## config.mk

```make
export PLATFORM = sky130hd
export DESIGN_NAME = sync_filter_bus
export DESIGN_NICKNAME = d
export VERILOG_FILES = /design/src/rtl/sync_filter_bus_pkg.sv /design/src/rtl/mdetect_3.sv /design/src/rtl/sync_filter_bit.sv /design/src/rtl/sync_filter_bus.sv
export SDC_FILE = /design/constraint.sdc
export NUM_CORES = 1
export LEC_CHECK = 0
export BUFFER_PORTS_ARGS = -buffer_cell sky130_fd_sc_hd__buf_4
export CAP_MARGIN = 20
export CORE_ASPECT_RATIO = 0.8
export CORE_MARGIN = 2
export CORE_UTILIZATION = 55
export DETAILED_ROUTE_END_ITERATION = 12
export MAX_ROUTING_LAYER = met4
export PLACE_DENSITY_LB_ADDON = 0.15
export SLEW_MARGIN = 20
export SYNTH_ARGS = -nofsm -noshare
export SYNTH_HDL_FRONTEND = slang
export SYNTH_SLANG_ARGS = --single-unit
export TNS_END_PERCENT = 10
```

## constraint.sdc

```tcl
create_clock -name clk -period 3.31 [get_ports clk]
set_clock_uncertainty 0.2 [all_clocks]
set_input_delay 0.4965 -clock clk [delete_from_list [all_inputs] [get_ports clk]]
set_output_delay 0.4965 -clock clk [all_outputs]
set_load 0.05 [all_outputs]
```

## src/rtl/sync_filter_bus_pkg.sv

```systemverilog
`default_nettype none
// ============================================================================
// Module      : sync_filter_bus_pkg
// Description : Shared constant functions for the synchronising debounce bus.
// Revision    : 1.0 - initial release
// ============================================================================
package sync_filter_bus_pkg;

   // Ceiling log2; clog2(1) is 0.
   function automatic int clog2(input int value);
      int result;
      int v;
      result = 0;
      v = value - 1;
      while (v > 0) begin
         result = result + 1;
         v = v >> 1;
      end
      return result;
   endfunction

   function automatic int cnt_width(input int stable_cycles);
      return (clog2(stable_cycles) < 1) ? 1 : clog2(stable_cycles);
   endfunction

endpackage
`default_nettype wire

```

## src/rtl/mdetect_3.sv

```systemverilog
`default_nettype none
// ============================================================================
// Module      : mdetect_3
// Description : Combinational 2-of-3 majority detector.
// Revision    : 1.0 - initial release
// ============================================================================
module mdetect_3 (
   input  logic i_a,
   input  logic i_b,
   input  logic i_c,
   output logic o_y
);

   assign o_y = (i_a & i_b) | (i_a & i_c) | (i_b & i_c);

endmodule
`default_nettype wire

```

## src/rtl/sync_filter_bit.sv

```systemverilog
`default_nettype none
// ============================================================================
// Module      : sync_filter_bit
// Description : One line: synchroniser, 3-sample majority, stability counter,
//               debounced output with registered edge strobes.
// Revision    : 1.0 - initial release
// ============================================================================
module sync_filter_bit
   import sync_filter_bus_pkg::*;
#(
   parameter int   SYNC_STAGES   = 2,
   parameter int   STABLE_CYCLES = 4,
   parameter logic RESET_VALUE   = 1'b0
) (
   input  logic clk,
   input  logic reset,
   input  logic i_d,
   output logic o_q,
   output logic o_rise,
   output logic o_fall,
   output logic o_strobe_nxt
);

   localparam int                c_CNT_W   = cnt_width(STABLE_CYCLES);
   localparam logic [c_CNT_W-1:0] c_CNT_MAX = c_CNT_W'(STABLE_CYCLES - 1);

   logic [SYNC_STAGES-1:0] r_sync;
   logic                   r_h1;
   logic                   r_h2;
   logic                   r_q;
   logic                   r_rise;
   logic                   r_fall;
   logic [c_CNT_W-1:0]     r_cnt;

   logic                   w_s;
   logic                   w_m;
   logic                   w_q_nxt;
   logic                   w_rise_nxt;
   logic                   w_fall_nxt;
   logic [c_CNT_W-1:0]     w_cnt_nxt;

   assign w_s = r_sync[SYNC_STAGES-1];

   mdetect_3 u_maj (
      .i_a (w_s),
      .i_b (r_h1),
      .i_c (r_h2),
      .o_y (w_m)
   );

   // Counter tracks consecutive cycles the filtered sample disagrees with the output.
   always_comb begin
      w_cnt_nxt  = r_cnt;
      w_q_nxt    = r_q;
      w_rise_nxt = 1'b0;
      w_fall_nxt = 1'b0;
      if (w_m == r_q) begin
         w_cnt_nxt = '0;
      end else if (r_cnt == c_CNT_MAX) begin
         w_cnt_nxt  = '0;
         w_q_nxt    = w_m;
         w_rise_nxt = w_m;
         w_fall_nxt = ~w_m;
      end else begin
         w_cnt_nxt = r_cnt + 1'b1;
      end
   end

   always_ff @(posedge clk or posedge reset) begin
      if (reset) begin
         r_sync <= {SYNC_STAGES{RESET_VALUE}};
         r_h1   <= RESET_VALUE;
         r_h2   <= RESET_VALUE;
         r_q    <= RESET_VALUE;
         r_cnt  <= '0;
         r_rise <= 1'b0;
         r_fall <= 1'b0;
      end else begin
         r_sync <= {r_sync[SYNC_STAGES-2:0], i_d};
         r_h1   <= w_s;
         r_h2   <= r_h1;
         r_q    <= w_q_nxt;
         r_cnt  <= w_cnt_nxt;
         r_rise <= w_rise_nxt;
         r_fall <= w_fall_nxt;
      end
   end

   assign o_q          = r_q;
   assign o_rise       = r_rise;
   assign o_fall       = r_fall;
   assign o_strobe_nxt = w_rise_nxt | w_fall_nxt;

endmodule
`default_nettype wire

```

## src/rtl/sync_filter_bus.sv

```systemverilog
`default_nettype none
// ============================================================================
// Module      : sync_filter_bus
// Description : WIDTH independent synchronised, majority-filtered, debounced
//               lines with per-bit rise/fall strobes and a combined change flag.
// Revision    : 1.0 - initial release
// ============================================================================
module sync_filter_bus #(
   parameter int               WIDTH         = 8,
   parameter int               SYNC_STAGES   = 2,
   parameter int               STABLE_CYCLES = 4,
   parameter logic [WIDTH-1:0] RESET_VALUE   = '0
) (
   input  logic             clk,
   input  logic             reset,
   input  logic [WIDTH-1:0] d_in,
   output logic [WIDTH-1:0] d_out,
   output logic [WIDTH-1:0] rise,
   output logic [WIDTH-1:0] fall,
   output logic             changed
);

   logic [WIDTH-1:0] w_strobe_nxt;
   logic             r_changed;

   generate
      for (genvar i = 0; i < WIDTH; i++) begin : g_bit
         sync_filter_bit #(
            .SYNC_STAGES   (SYNC_STAGES),
            .STABLE_CYCLES (STABLE_CYCLES),
            .RESET_VALUE   (RESET_VALUE[i])
         ) u_bit (
            .clk          (clk),
            .reset        (reset),
            .i_d          (d_in[i]),
            .o_q          (d_out[i]),
            .o_rise       (rise[i]),
            .o_fall       (fall[i]),
            .o_strobe_nxt (w_strobe_nxt[i])
         );
      end
   endgenerate

   // Registered from the per-bit next-strobe terms so it aligns with rise/fall.
   always_ff @(posedge clk or posedge reset) begin
      if (reset) begin
         r_changed <= 1'b0;
      end else begin
         r_changed <= |w_strobe_nxt;
      end
   end

   assign changed = r_changed;

endmodule
`default_nettype wire

```

# After elaboration in Yosys (flattened, before gate mapping)
# Index checks and enable logic that the tools add are counted.
# classes
add_sub_neg	8
eq_ne	16
n_mux	48
n_bitwise	64
reduce_logical	9
# op_table
op	count
$mux W1	32
$mux W2	16
$and A1 B1 Y1	24
$or A1 B1 Y1	24
$add A2 B1 Y2 const B	8
$eq A2 B2 Y1 const B	8
$not A1 Y1	16
$reduce_and A2 Y1	8
$eq A1 B1 Y1	8
$reduce_or A8 Y1	1
# totals
register_bits	73
in_bits	10
out_inout_bits	25
elab_cells	202

# Longest topological paths before layout
# Gate-level depths: netlist of the first run.
# logic_depth
word_depth	8
ltp_mapped	5
depth_no_buf	5

# Cells and area by module
# Synthesis of the first run repeated with hierarchy kept, for this count alone.
# unflattened
hier_cells	173
hier_area_um2	2647.5
# modules_own_cells
mod	n_inst	cells_per_inst	area_each_um2	seq_area_each_um2
sync_filter_bit	8	20	314.1	225.2
mdetect_3	8	1	11.3	0.0
sync_filter_bus	1	5	45.0	25.0

# Worst setup path after synthesis of the first run
# OpenSTA, ideal clock, no wires.
# synth_timing
kind	register to register
start	reg g_bit[2].u_bit.r_h1
end	reg r_changed (netlist: changed)
setup_ns	0.131
t_arrival_ns	1.694
required_ns	2.979
path_slack_ns	1.285
stages_incl_launch_ff	5
n_path_buf	0
synth_period_minus_slack_ns	2.025
path_cell_list	dfrtp_1 -> maj3_2 -> and3b_4 -> or4_1 -> or3_1
# synth_between
elab_cells_between_ends	12
classes_between	eq/ne: 1; mux: 4; bitwise: 6; reduce/logical: 1
# synth_rtl
item	line	text
from (decl)	sync_filter_bit.sv:28	logic r_h1;
from (signal assigned)	sync_filter_bit.sv:80	r_h1 <= w_s;
$and A1 B1 Y1	mdetect_3.sv:14	assign o_y = (i_a & i_b) | (i_a & i_c) | (i_b & i_c);
$or A1 B1 Y1	mdetect_3.sv:14	
$or A1 B1 Y1 (*)	mdetect_3.sv:14	
$mux W1 / $eq A1 B1 Y1 (equally long branches)	sync_filter_bit.sv:59, sync_filter_bit.sv:57	
$mux W1 (*)	sync_filter_bit.sv:57	if (w_m == r_q) begin
named net g_bit[2].u_bit.w_rise_nxt	sync_filter_bit.sv:38	logic w_rise_nxt;
$or A1 B1 Y1 (*)	sync_filter_bit.sv:92	assign o_strobe_nxt = w_rise_nxt | w_fall_nxt;
$reduce_or A8 Y1 (*)	sync_filter_bus.sv:49	r_changed <= |w_strobe_nxt;
to (signal assigned)	sync_filter_bus.sv:49	
to (decl)	sync_filter_bus.sv:24	logic r_changed;
# Mark *: on every way through the listed nets, which the timed path passes. The rest lies on a longest branch.
# A chain may end at the register's enable or synchronous reset.

# Worst setup path after layout of the first run
# Ends and elaborated chain as after synthesis.

==> results.md, run 1 <==
- Routed vias: 1,470
- PortBufs: 34
- Post-Syn Area per Cell: roughly 14 µm²
- Worst path arrival time: roughly 2.1 ns
- Post-DP HPWL: 2.68 mm
- P_int: ~1700 µW
- RSZ-0062 raised after global routing: no
- Syn-to-layout area delta: 13.2%
- Max cap viols: 0
- 1st-iter DRT viols: 83
- TritonCTS Buffers: 9
- Synthesized Nets: between 200 and 250
- Crit path max-delay family: simple AND/OR/NAND/NOR gates
- Number of antenna violations at the first check in global routing: 0
- Met3 Usage GRT: a little over 8%
- TritonRoute pass-1 iters: 4
- Setup_tns: 0 ns
- CP cell instances: maj3_2, and3b_4, or4_1, or3_1
- Nets: around 240
- Hold-fix buffers, CTS: 1
- Grt total ovfl: 0
- DRC: 0
- Routed wire length: around 3.8 mm
- IO Pins: 35
- Post-synth cell types: 28
- Worst R2R Start: g_bit[2].u_bit.r_h1$_DFF_PP0_
- Clock share of power: about 25%
- M2 GR Usage: ~26%
- Count of pins over their slew limit: 0
- Busiest grt layer: met2
- Area of the core: 4680 µm²
- PostCTS Resize Cnt: 0
- First-pass GRT wire length: roughly 6.6 mm
- Clock latency on the worst-skew pair: between 0.3 and 0.4 ns
- Chip Height: between 60 and 70 µm
- Die width: 82.8 µm
- P_sw: around 890 µW
- Synthesized area: approximately 2700 µm²
- Clock Pin Slew Worst Setup and Hold Paths: 0.07 ns
- Worst Max-Slew Pin Slew: 0.452 ns
- Final Hold Fails: 0
- Hold-critical path depth: 1
- P_leak: 0.00150 µW
- Layout cell share with drive strength beyond 1: between 20% and 30%
- Flop pwr share: between 40% and 50%
- Crit path launch type: flip-flop
- Hold WC Path Type: in2reg
- Crit path buf inv count: 0
- Final Cycle Share: a little over three fifths
- Worst r2r path cells: 4
- Pwr dens: around 830 nW/µm²
- #FFs+latches synth: 73
- CP max-delay cell: or4_1
- Drt wl/cell: 13.2 µm
- Cells after Synth: 196
- CTS tree: built
- Largest net degree at the start of global routing: 33
- Normalized max-slew margin: 69.8%
- CP Max Fanout: 4
- Worst vdd ir: roughly 0.44 mV
- Starting Density: 58.3%
- Via-per-instance ratio: 5.18
- Tmin final: 2.08 ns
- Vias in the first global route: between 1,000 and 1,500
- HP Start: d_in[2]
- Diode count: 0
- Total Routing Usage GR: 17.5%
- CP Capture Type: flip-flop
- Clk root buf: clkbuf_8
- Htree depth: 3
- Max incr delay on CP: approximately 0.51 ns
- CP Launch Point: g_bit[2].u_bit.r_h1$_DFF_PP0_
- Sink Count: 73
- Site row count: 22
- WHS: 0.0643 ns
- Logic pwr share: approximately 29%
- ANT nets after route: 0
- Status: completed
- GR Layer Usage met1: between 20% and 30%
- Post-synthesis sequential area ratio: about 67%
- Fmax achieved: roughly 480 MHz
- Req. time, crit path: between 3 and 4 ns
- Final setup vio count: 0
- Switching Share: 34.4%
- Setup bufs post-CTS: 0
- GP Congestion: between 0.8 and 0.9
- Critical path depth in cells: 4
- YS warnings: 0
- Clock Path Buffers: 2
- Die area: about 5500 µm²
- Crit Path Category: reg2reg
## area by class of cell
class	count	area (µm²)
Fill cell	347	1590
Timing Repair Buffer	37	280
Clock buffer	9	124
Inverter	9	33.8
Sequential cell	73	1830
Multi-Input combinational cell	90	688
Tap cell	60	75.1
Clock inverter	6	60.1
## power groups by stage
stage,clock [µW],combinational [µW],sequential [µW]
3_3_place_gp,0,718,1200
4_1_cts,662,748,1200
5_1_grt,717,813,1220
6_report,640,736,1200
3_5_place_dp,0,746,1220
2_1_floorplan,0,640,1190
## state kept, by name (all words and copies together), names as in the netlist
name and cells:
g_bit.u_bit.o_rise 8, g_bit.u_bit.o_fall 8, g_bit.u_bit.r_cnt 16, g_bit.u_bit.r_h1 8
g_bit.u_bit.r_h2 8, changed 1, g_bit.u_bit.o_q 8, g_bit.u_bit.r_sync 16
## routing by layer
metal | part of all wire (%) | vias up | routed length (µm)
met3 | 6.8 | 4 | 257
li1 | - | 699 | -
met2 | 49 | 42 | 1840
met5 | 0 | - | 0
met4 | 0.77 | 0 | 29
met1 | 43 | 725 | 1630
## cells by family after synthesis
kind of cell | count (synthesis) | share of synthesized area (%)
muxes | 8 | 3.16
buffers and inverters | 33 | 7.84
and+or+nand+nor | 40 | 8.57
AOI/OAI and AO/OA | 24 | 6.28
xor gates and xnor gates | 5 | 1.61
DFF | 73 | 66.9
adders and majority gates | 13 | 5.59
## worst register-to-register path, cell delays in order (launching register included)
cell and delay, ns:
dfrtp_1 0.38, maj3_2 0.34, and3b_4 0.19, or4_1 0.51, or3_1 0.34
## cell usage in the layout (no fill, tap or decap), types with 4 or more instances in the layout
master / netlist / final
nor3_1: 8 / 8
ha_1: 8 / 8
o2111ai_1: 4 / 4
nor2b_1: 4 / 4
inv_1: 9 / 8
o21a_1: 5 / 5
mux2_2: 5 / 5
dfrtp_1: 73 / 73
nor3b_1: 6 / 6
nor2_1: 5 / 5
and3_1: 5 / 5
a21oi_1: 5 / 5
o211ai_1: 6 / 6
clkbuf_8: 0 / 9
buf_4: 24 / 36
## final timing paths
check	endpoint	slack, ns
max	changed$_DFF_PP0_	1.23
max reg2reg	changed$_DFF_PP0_	1.23
min	g_bit[2].u_bit.r_sync[0]$_DFF_PP0_	0.06
max in group asynchronous	g_bit[5].u_bit.r_cnt[1]$_DFF_PP0_	1.64
min in group asynchronous	g_bit[6].u_bit.o_q$_DFFE_PP0P_	0.53
min reg2reg	g_bit[3].u_bit.r_sync[1]$_DFF_PP0_	0.15
## Yosys cell counts
library cell / n / share of area [%]
nor3b_1: 6 / 1.7
buf_4: 24 / 6.6
o2111ai_1: 4 / 1.3
dfrtp_1: 73 / 67
xnor2_1: 3 / 0.96
o211ai_1: 6 / 1.7
xor2_1: 2 / 0.64
nand3_1: 3 / 0.55
o22ai_1: 1 / 0.23
o21a_1: 5 / 1.4
and2_1: 2 / 0.46
maj3_1: 3 / 1.1
or4_1: 1 / 0.28
maj3_2: 2 / 0.83
nor2_1: 5 / 0.69
and3b_1: 1 / 0.32
nand2_1: 3 / 0.41
or3_1: 1 / 0.23
and3_1: 5 / 1.1
ha_1: 8 / 3.7
nor3_1: 8 / 1.5
a21oi_1: 5 / 0.92
a21o_1: 3 / 0.83
mux2i_1: 3 / 1.1
nor2b_1: 4 / 0.92
mux2_2: 5 / 2.1
inv_1: 9 / 1.2
and3b_4: 1 / 0.46
## through the flow
stage          total power (µW)  std cells  cell area [µm²]  worst slack (ns)  util [%]
6_report                   2570        284             3090              1.23      66.0
5_1_grt                    2750        284             3090              1.18      66.0
4_1_cts                    2610        284             3090              1.22      66.0
3_5_place_dp               1960        268             2890              1.22      61.8
3_3_place_gp               1910        268             2890              1.26      61.8
2_1_floorplan              1830        196             2730             0.760         -
Note: power is estimated with default switching activity, not from simulation.
==> run 2, diff against run 1 <==
==> constraint.sdc (replaced) <==
create_clock -name clk -period 2.1 [get_ports clk]
set_clock_uncertainty 0.2 [all_clocks]
set_input_delay 0.315 -clock clk [delete_from_list [all_inputs] [get_ports clk]]
set_output_delay 0.315 -clock clk [all_outputs]
set_load 0.05 [all_outputs]
==> run 2 against run 1 <==
Net effect:
- count of clock-buffer cells in the layout grew 1
- largest cell class unchanged
- sequential power grew 58%
- sequential share of layout area shrank 3.5 points
- register-to-register slack lost 1.2 ns
- final cell count grew 4.6%
- via count grew 3.7%
- non-clock buffer count grew 12
- worst hold slack gained 0.087 ns
- setup slack lost 1.2 ns
- maximum frequency grew 2.1%
- critical path depth is the same
==> results.md, run 2 (synthesized netlist as in run 1, its figures left out) <==
- Filler Cell Count: 335 (-3.5%)
- GP Congestion: 0.745 (-7.0%)
- Worst vdd ir: 0.970 mV (+120%)
- Via-per-instance ratio: 5.13 (-0.80%)
- Final Hold Fails: 0 (unchanged)
- R2R Setup Slk: 0.06 ns (-1.17 ns)
- Fin area: 3280 µm² (+6.3%)
- CP Max Fanout: 4 (unchanged)
- Fmax achieved: 490 MHz (+2.1%)
- 1st-iter DRT viols: 43 (-48%)
- Largest regs: g_bit.u_bit.r_cnt: 16 flops, g_bit.u_bit.r_sync: 16 flops
- HP Start: g_bit[6].u_bit.r_sync[0]$_DFF_PP0_
- Crit path buf inv count: 0 (unchanged)
- Clk root buf: clkbuf_8
- Status: completed
- PortBufs: 34 (unchanged)
- DP Area: 2920 µm² (+0.82%)
- Layout cell share with drive strength beyond 1: 27.4% (+0.64 points)
- Chip Height: 67 µm (unchanged)
- Worst Max-Slew Pin Slew: 0.511 ns (+0.0592 ns)
- Pwr dens: 1330 nW/µm² (+60%)
- TritonRoute pass-1 iters: 5 (+1)
- Post-Route Utilization: 70.2% (+4.2 points)
- Crit path launch type: flip-flop
- Starting Density: 58.3% (unchanged)
- Largest net degree at the start of global routing: 38 (+15%)
- Normalized max-slew margin: 65.8% (-4.0 points)
- Syn-to-layout area delta: 20.3%
- Worst Hold Path EP: g_bit[6].u_bit.r_sync[1]$_DFF_PP0_
- Htree depth: 3 (unchanged)
- CP Capture Type: flip-flop
- Sink Count: 73 (unchanged)
- Crit path max-delay family: simple AND/OR/NAND/NOR gates
- Number of antenna violations at the first check in global routing: 0 (unchanged)
- CP max-delay cell: or4_1
- IO Pins: 35 (unchanged)
- Final Cycle Share: 97.2% (+34 points)
- CTS tree: built
- R2R Path End: changed$_DFF_PP0_
- Tmin final: 2.04 ns (-0.0429 ns)
- Diode count: 0 (unchanged)
- P_leak: 0.00158 µW (+5.7%)
- PostCTS Resize Cnt: 0 (unchanged)
- Final setup vio count: 0 (unchanged)
- Req. time, crit path: 2.11 ns (-1.22 ns)
- Clock Pin Slew Worst Setup and Hold Paths: 0.07 ns (about the same)
- Clock latency on the worst-skew pair: 0.34 ns (about the same)
- First-pass GRT wire length: 6.79 mm (+2.7%)
- Count of pins over their slew limit: 0 (unchanged)
- Max cap viols: 0 (unchanged)
- Hold WC Path Type: reg2reg
- CP Launch Point: g_bit[7].u_bit.r_sync[1]$_DFF_PP0_
- Worst path arrival time: 2.05 ns (-0.05 ns)
- Area of the core: 4680 µm² (unchanged)
- Site row count: 22 (unchanged)
- Total Routing Usage GR: 17.8% (+0.28 points)
- Clock Path Buffers: 2 (unchanged)
- Nets: 250 (+5.0%)
- Final Non-Filler Cells: 297 (+4.6%)
- Hold-critical path depth: 0 (-1)
- Critical path depth in cells: 4 (unchanged)
- Routed wire length: 3.90 mm (+3.6%)
- Drt wl/cell: 13.1 µm (-0.97%)
- Post-DP HPWL: 2.80 mm (+4.4%)
- Grt total ovfl: 0 (unchanged)
- Most frequent cells in the layout: dfrtp_1, buf_4, clkbuf_8
- Routed vias: 1,525 (+3.7%)
- Max incr delay on CP: 0.47 ns (-0.04 ns)
- Worst R2R Start: g_bit[7].u_bit.r_sync[1]$_DFF_PP0_
- Vias in the first global route: 1,614 (+9.2%)
- Commonest non-fill, non-tap cell in the layout: dfrtp_1
- Crit Path Category: reg2reg
- ANT nets after route: 0 (unchanged)
- TritonCTS Buffers: 9 (unchanged)
- DRC: 0 (unchanged)
- Die width: 82.8 µm (unchanged)
- CP cell instances: maj3_2, and3b_1, or4_1, or3_1
- WHS: 0.152 ns (+0.0872 ns)
- Placed Cells: 269 (+0.37%)
- Die area: 5540 µm² (unchanged)
- Worst r2r path cells: 4 (unchanged)
## run 2: cell types whose count changed in the layout (fill, tap and decap cells not counted), sizes merged
cell and change:
buf +4, bufinv +2, clkbuf +1, clkinv -1
dlygate4sd3 +8, inv -1
## run 2: how the worst max path moves through the flow
stage                                   end  slack, ns
after floorplan           changed$_DFF_PP0_       0.07
after global placement    changed$_DFF_PP0_       0.08
after detailed placement  changed$_DFF_PP0_       0.03
after CTS                 changed$_DFF_PP0_       0.01
after global routing      changed$_DFF_PP0_      -0.01
final                     changed$_DFF_PP0_       0.06
## run 2: final cells by class
class / count / area, µm² / share of cell area [%]
Sequential cell: 73 / 1830 / 55.6
Multi-Input combinational cell: 90 / 688 / 21.0
Timing Repair Buffer: 49 / 403 / 12.3
Clock buffer: 10 / 138 / 4.19
Clock inverter: 6 / 115 / 3.51
Tap cell: 60 / 75.1 / 2.29
Inverter: 9 / 37.5 / 1.14
## run 2: layer usage
layer  vias up  share of wire [%]  global-route usage [%]
met5         -                  0                       -
met4         0                1.2                    5.53
met3         6                5.0                    7.72
met2        27                 51                    30.0
met1       767                 43                    18.9
li1        725                  -                       -
## run 2: through the flow
| step | total power [µW] | setup WS (ns) | TNS (ns) |
|---|---|---|---|
| final | 4380 | 0.0592 | 0 |
| after global routing | 4650 | -0.0138 | -0.0138 |
| after CTS | 4440 | 0.0137 | 0 |
| after detailed placement | 3110 | 0.0335 | 0 |
| after global placement | 3020 | 0.0799 | 0 |
| after floorplan | 2890 | 0.0746 | 0 |
## run 2: power by group
part	total [µW]	internal, µW	switching, µW
combinational	1190	471	718
clock	1310	825	482
sequential	1890	1670	215
## run 2: timing repair
action / CTS / global route
setup endpoints to repair: 0 / 1
setup buffers: 0 / 3
hold buffers: 9 / 0
hold endpoints to repair: 30 / 0
